--- config.mk ---
export PLATFORM = sky130hd
export DESIGN_NAME = ram_burst_ctrl
export DESIGN_NICKNAME = d
export VERILOG_FILES = /design/src/rtl/ram_burst_ctrl.sv
export SDC_FILE = /design/constraint.sdc
export NUM_CORES = 1
export LEC_CHECK = 0
export ABC_AREA = 1
export BUFFER_PORTS_ARGS = -buffer_cell sky130_fd_sc_hd__buf_2
export CAP_MARGIN = 20
export CORE_MARGIN = 10
export CORE_UTILIZATION = 28
export CTS_CLUSTER_DIAMETER = 30
export DETAILED_ROUTE_END_ITERATION = 12
export GPL_ROUTABILITY_DRIVEN = 0
export PLACE_DENSITY = 0.44
export SYNTH_ARGS = -nofsm -noshare
export SYNTH_HDL_FRONTEND = slang
export SYNTH_SLANG_ARGS = --single-unit
export TNS_END_PERCENT = 50
--- constraint.sdc ---
create_clock -name clk -period 5.9 [get_ports clk]
set_clock_uncertainty 0.05 [all_clocks]
set_input_delay 0.59 -clock clk [delete_from_list [all_inputs] [get_ports clk]]
set_output_delay 0.59 -clock clk [all_outputs]
set_load 0.005 [all_outputs]
--- src/rtl/ram_burst_ctrl.sv ---
// Single-port word RAM with write/read/burst-read/clear commands and self-zeroing after reset.
// Optional per-word even parity is enabled by defining RAM_PARITY_EN.
module ram_burst_ctrl #(
    parameter int DATA_W = 8,
    parameter int ADDR_W = 4
) (
    input  logic              clk,
    input  logic              rst_n,
    // Command handshake: a command transfers on a rising edge where cmd_valid and cmd_ready are both 1;
    // read beats have no backpressure and must be sampled on every rd_valid cycle.
    input  logic              cmd_valid,
    output logic              cmd_ready,
    input  logic [1:0]        cmd_op,
    input  logic [ADDR_W-1:0] cmd_addr,
    input  logic [ADDR_W-1:0] cmd_len,
    input  logic [DATA_W-1:0] cmd_wdata,
    input  logic              par_inject,
    output logic              rd_valid,
    output logic [DATA_W-1:0] rd_data,
    output logic              rd_last,
    output logic              par_err,
    output logic              busy,
    output logic [1:0]        dbg_state_o
);

    typedef enum logic [1:0] {
        S_INIT  = 2'd0,
        S_IDLE  = 2'd1,
        S_BURST = 2'd2,
        S_CLEAR = 2'd3
    } state_t;

    localparam logic [1:0] OP_WRITE = 2'b00;
    localparam logic [1:0] OP_READ  = 2'b01;
    localparam logic [1:0] OP_BURST = 2'b10;
    localparam logic [1:0] OP_CLEAR = 2'b11;

    state_t              state_q, state_d;
    logic [ADDR_W-1:0]   addr_q, addr_d;
    logic [ADDR_W-1:0]   rem_q, rem_d;
    logic                rd_valid_q, rd_valid_d;
    logic                rd_last_q, rd_last_d;
    logic [DATA_W-1:0]   rd_data_q, rd_data_d;
    logic                par_err_q, par_err_d;

    logic [DATA_W-1:0]   mem_q [2**ADDR_W];
    logic                mem_we;
    logic [ADDR_W-1:0]   mem_waddr;
    logic [DATA_W-1:0]   mem_wdata;
    logic [ADDR_W-1:0]   rd_addr;
    logic [DATA_W-1:0]   mem_rdata;
    logic                rd_perr;

    assign mem_rdata = mem_q[rd_addr];

    always_comb begin
        state_d    = state_q;
        addr_d     = addr_q;
        rem_d      = rem_q;
        rd_valid_d = 1'b0;
        rd_last_d  = 1'b0;
        rd_data_d  = rd_data_q;
        par_err_d  = 1'b0;
        mem_we     = 1'b0;
        mem_waddr  = addr_q;
        mem_wdata  = '0;
        rd_addr    = addr_q;
        case (state_q)
            S_INIT, S_CLEAR: begin
                mem_we = 1'b1;
                addr_d = addr_q + ADDR_W'(1);
                if (addr_q == '1) state_d = S_IDLE;
            end
            S_IDLE: begin
                rd_addr = cmd_addr;
                if (cmd_valid) begin
                    case (cmd_op)
                        OP_WRITE: begin
                            mem_we    = 1'b1;
                            mem_waddr = cmd_addr;
                            mem_wdata = cmd_wdata;
                        end
                        OP_READ, OP_BURST: begin
                            rd_valid_d = 1'b1;
                            rd_data_d  = mem_rdata;
                            par_err_d  = rd_perr;
                            rd_last_d  = (cmd_op == OP_READ) || (cmd_len == '0);
                            // A zero-length burst is a plain read and never leaves IDLE.
                            if (cmd_op == OP_BURST && cmd_len != '0) begin
                                state_d = S_BURST;
                                addr_d  = cmd_addr + ADDR_W'(1);
                                rem_d   = cmd_len;
                            end
                        end
                        default: begin
                            state_d = S_CLEAR;
                            addr_d  = '0;
                        end
                    endcase
                end
            end
            default: begin
                // rem_q counts beats still owed; BURST lasts through the final beat cycle.
                if (rem_q == '0) begin
                    state_d = S_IDLE;
                end else begin
                    rd_valid_d = 1'b1;
                    rd_data_d  = mem_rdata;
                    par_err_d  = rd_perr;
                    rd_last_d  = (rem_q == ADDR_W'(1));
                    addr_d     = addr_q + ADDR_W'(1);
                    rem_d      = rem_q - ADDR_W'(1);
                end
            end
        endcase
    end

    always_ff @(posedge clk or negedge rst_n) begin
        if (!rst_n) begin
            state_q    <= S_INIT;
            addr_q     <= '0;
            rem_q      <= '0;
            rd_valid_q <= 1'b0;
            rd_last_q  <= 1'b0;
            rd_data_q  <= '0;
            par_err_q  <= 1'b0;
        end else begin
            state_q    <= state_d;
            addr_q     <= addr_d;
            rem_q      <= rem_d;
            rd_valid_q <= rd_valid_d;
            rd_last_q  <= rd_last_d;
            rd_data_q  <= rd_data_d;
            par_err_q  <= par_err_d;
        end
    end

    always_ff @(posedge clk) begin
        if (mem_we) mem_q[mem_waddr] <= mem_wdata;
    end

`ifdef RAM_PARITY_EN
    logic [2**ADDR_W-1:0] par_q;
    logic                 mem_winv;

    assign mem_winv = (state_q == S_IDLE) && cmd_valid && (cmd_op == OP_WRITE) && par_inject;
    assign rd_perr  = (^mem_rdata) ^ par_q[rd_addr];

    always_ff @(posedge clk) begin
        if (mem_we) par_q[mem_waddr] <= (^mem_wdata) ^ mem_winv;
    end
`else
    logic unused_par_inject;
    assign unused_par_inject = par_inject;
    assign rd_perr           = 1'b0;
`endif

    assign cmd_ready   = (state_q == S_IDLE);
    assign busy        = (state_q != S_IDLE);
    assign rd_valid    = rd_valid_q;
    assign rd_last     = rd_last_q;
    assign rd_data     = rd_data_q;
    assign par_err     = par_err_q;
    assign dbg_state_o = state_q;

endmodule

==> impl_metrics.env <==
export IMPL_wire_per_inst_um=16.4
export IMPL_rows=58
export IMPL_leakage_nw=3.68
export IMPL_cp_end_kind="flip-flop"
export IMPL_synth_seq_cells=148
export IMPL_worst_slew_pin_slew_ns=0.968
export IMPL_dieArea_um2=32200
export IMPL_firstDrtPassIters=5
export IMPL_die_h_um=179
export IMPL_ctsLongestPathBuffers=2
export IMPL_p_clk_share_pct=27.9
export IMPL_final_seq_area_um2=4340
export IMPL_slew_headroom_pct=35.3
export IMPL_antenna_found_initial=0
export IMPL_syn_num_nets=771
export IMPL_combPwrFrac_pct=40.7
export IMPL_hold_viol_final=0
export IMPL_finalWirelength_um=18300
export IMPL_total_power_mw=4.42
export IMPL_synth_seq_area_share_pct=61.0
export IMPL_p_per_area_nw_per_um2=533
export IMPL_worst_path_max_fanout=19
export IMPL_ys_warn_count=0
export IMPL_synth_area_leaders="edfxtp_1 54%, nand3_1 11%, inv_1 7.7%"
export IMPL_syn_to_final_growth_pct=16.4
export IMPL_diodes=0
export IMPL_swShare_pct=40.3
export IMPL_multiInputGateArea_um2=2030
export IMPL_via_count=4903
export IMPL_io_pins=37
export IMPL_grt_pass1_wl_um=28400
export IMPL_fill_cells=2656
export IMPL_ir_drop_uv=289
export IMPL_grt_use_total_pct=11.4
export IMPL_hpwl_um=11700
export IMPL_hp_class="in2async"
export IMPL_die_w_um=179
export IMPL_status="finished, final reports clean"
export IMPL_cts_root_buf="clkbuf_16"
export IMPL_post_cts_buffers=0
export IMPL_synth_area_leader_cell="edfxtp_1"
export IMPL_fin_tns_setup_ns=0
export IMPL_ant_nets=0
export IMPL_coreArea_um2=25100
export IMPL_ys_types=32
export IMPL_clkLatencyLatePin_ns=0.43
export IMPL_postCtsResizedCells=0
export IMPL_cts_buffers=17
export IMPL_max_cap_viol_count=0
export IMPL_fin_crit_sh_pct=50.6
export IMPL_crit_type="reg2reg"
export IMPL_switchingPower_mw=1.78
export IMPL_viasPerCell=4.39
export IMPL_grt_pass1_vias=4920
export IMPL_dp_cells=1083
export IMPL_slew_viol_final=0
export IMPL_path_clk_slew_ns=0.07
export IMPL_seq_power_share_pct=31.4
export IMPL_first_iter_violations=305
export IMPL_setup_viol=0
export IMPL_grt_max_degree=49
export IMPL_fin_cells=1116
export IMPL_grt_overflow=0
export IMPL_start_kind="flip-flop"
export IMPL_htreeDepth=4
export IMPL_drive_above_1_share_pct=11.8
export IMPL_avgSynthCellArea_um2=9.65
export IMPL_cp_arrival_ns=2.99
export IMPL_rsz0062_at_grt="false"
export IMPL_netlist_area_um2=7120
export IMPL_drc=0
export IMPL_start_util_pct=28.3
export IMPL_syn_inst=738
export IMPL_hold_buffers=0
export IMPL_cp_required_ns=5.90
export IMPL_worstRegToRegCells=7
export IMPL_fmax_mhz=335
export IMPL_cts_sinks=148
export IMPL_p_int_mw=2.64
export IMPL_numPortBuffers=34
export IMPL_cts_tree="built"
export IMPL_netlist_area_leader_share_pct=54.0
export IMPL_layout_min_cycle_time_ns=2.99
export IMPL_fin_nets=806
power by group through the flow:
stage / combinational [mW] / clock (mW) / sequential (mW)
2_1_floorplan: 1.29 / 0 / 1.40
3_3_place_gp: 1.83 / 0 / 1.41
3_5_place_dp: 1.83 / 0 / 1.41
4_1_cts: 1.83 / 1.25 / 1.39
5_1_grt: 2.05 / 1.29 / 1.40
6_report: 1.80 / 1.23 / 1.39
final timing paths:
check / end / start / slack (ns)
min in group clk: rem_q[3]$_DFFE_PN0P_ / cmd_len[3] / 0.37
max in group asynchronous: addr_q[3]$_DFFE_PN0P_ / rst_n / 5.39
hold reg to reg: rd_data[4]$_DFFE_PN0P_ / rd_data[4]$_DFFE_PN0P_ / 0.43
setup / recovery: mem_q[5][7]$_DFFE_PP_ / dbg_state_o[1]$_DFFE_PN0P_ / 2.91
hold / removal: addr_q[1]$_DFFE_PN0P_ / rst_n / 0.07
setup reg to reg: mem_q[5][7]$_DFFE_PP_ / dbg_state_o[1]$_DFFE_PN0P_ / 2.91
Yosys cell counts:
cell type	instances
buf_6	1
nand3_1	163
or2_4	1
o211ai_1	2
ha_1	11
nor2_2	1
o21a_1	1
a31oi_1	1
a22o_1	1
inv_4	1
nand2_1	141
o211a_1	1
nand4_1	2
nand3_2	2
inv_1	146
o21ai_1	3
nand2_2	5
o21ai_4	1
nand3b_1	16
buf_4	13
edfxtp_1	128
o21ai_0	19
conb_1	1
o22ai_1	1
inv_2	4
dfrtp_1	20
clkbuf_1	3
nor2_1	30
a21oi_1	3
buf_2	13
xor2_1	1
xnor2_1	2
cell families (layout without fill, tap and decap cells):
group | after synthesis | in the layout | share of synthesized area (%)
buffers and inverters | 181 | 229 | 10.6
XOR/XNOR | 3 | 3 | 0.369
AO/OA/AOI/OAI | 33 | 33 | 2.74
flip-flops | 148 | 148 | 61.0
AND/OR/NAND/NOR | 361 | 361 | 23.3
adder cells (fa/ha/maj) | 11 | 11 | 1.93
other | 1 | 1 | 0.0527
flip-flops by register name, summed over array words and instances, names as in the netlist:
name,count
rd_data,8
rd_last,1
addr_q,4
rem_q,4
rd_valid,1
dbg_state_o,2
mem_q,128
cell type report:
type | count | share of cell area (%)
Clock buffer | 20 | 5.27
Clock inverter | 12 | 2.76
Tap cell | 330 | 4.98
Multi-Input combinational cell | 409 | 24.5
Inverter | 151 | 6.87
Sequential cell | 148 | 52.4
Timing Repair Buffer | 46 | 3.14
layer usage:
| metal | GRT usage, % | routed length (µm) | part of all wire (%) |
|---|---|---|---|
| met5 | 0 | 0 | 0 |
| met4 | 3.64 | 316 | 1.7 |
| met3 | 2.91 | 661 | 3.6 |
| met2 | 18.4 | 8690 | 48 |
| met1 | 14.7 | 8630 | 47 |
critical path, stage by stage (launching register included):
cell and delay [ns]:
dfrtp_1 0.41, inv_1 0.07, ha_1 0.20, buf_4 0.28
nand3_2 0.29, o21ai_1 0.32, nand3_1 0.20, nor2_1 0.78
through the flow:
stage                     setup slack (ns)  hold WS (ns)  utilization, %  cell area, µm²
after global placement                2.89         0.416            30.3            7610
final                                 2.91        0.0723            33.0            8290
after detailed placement              2.87         0.418            30.3            7610
after global routing                  2.66        0.0983            33.0            8290
after floorplan                       3.58         0.244               -            7120
after CTS                             2.88        0.0814            33.0            8280
cells in the final DEF, fill, tap and decap left out, types with 3 or more instances in the layout:
master / count
dfrtp_1: 20
buf_4: 12
a21oi_1: 3
inv_1: 146
nand3_1: 163
nand2_2: 6
nand2_1: 140
edfxtp_1: 128
clkbuf_1: 3
ha_1: 11
nand3b_1: 16
bufinv_16: 6
o21ai_0: 19
nor2_1: 29
clkinvlp_4: 3
inv_2: 4
clkbuf_16: 17
buf_2: 34
No activity file was read; power rests on OpenSTA's default activity.
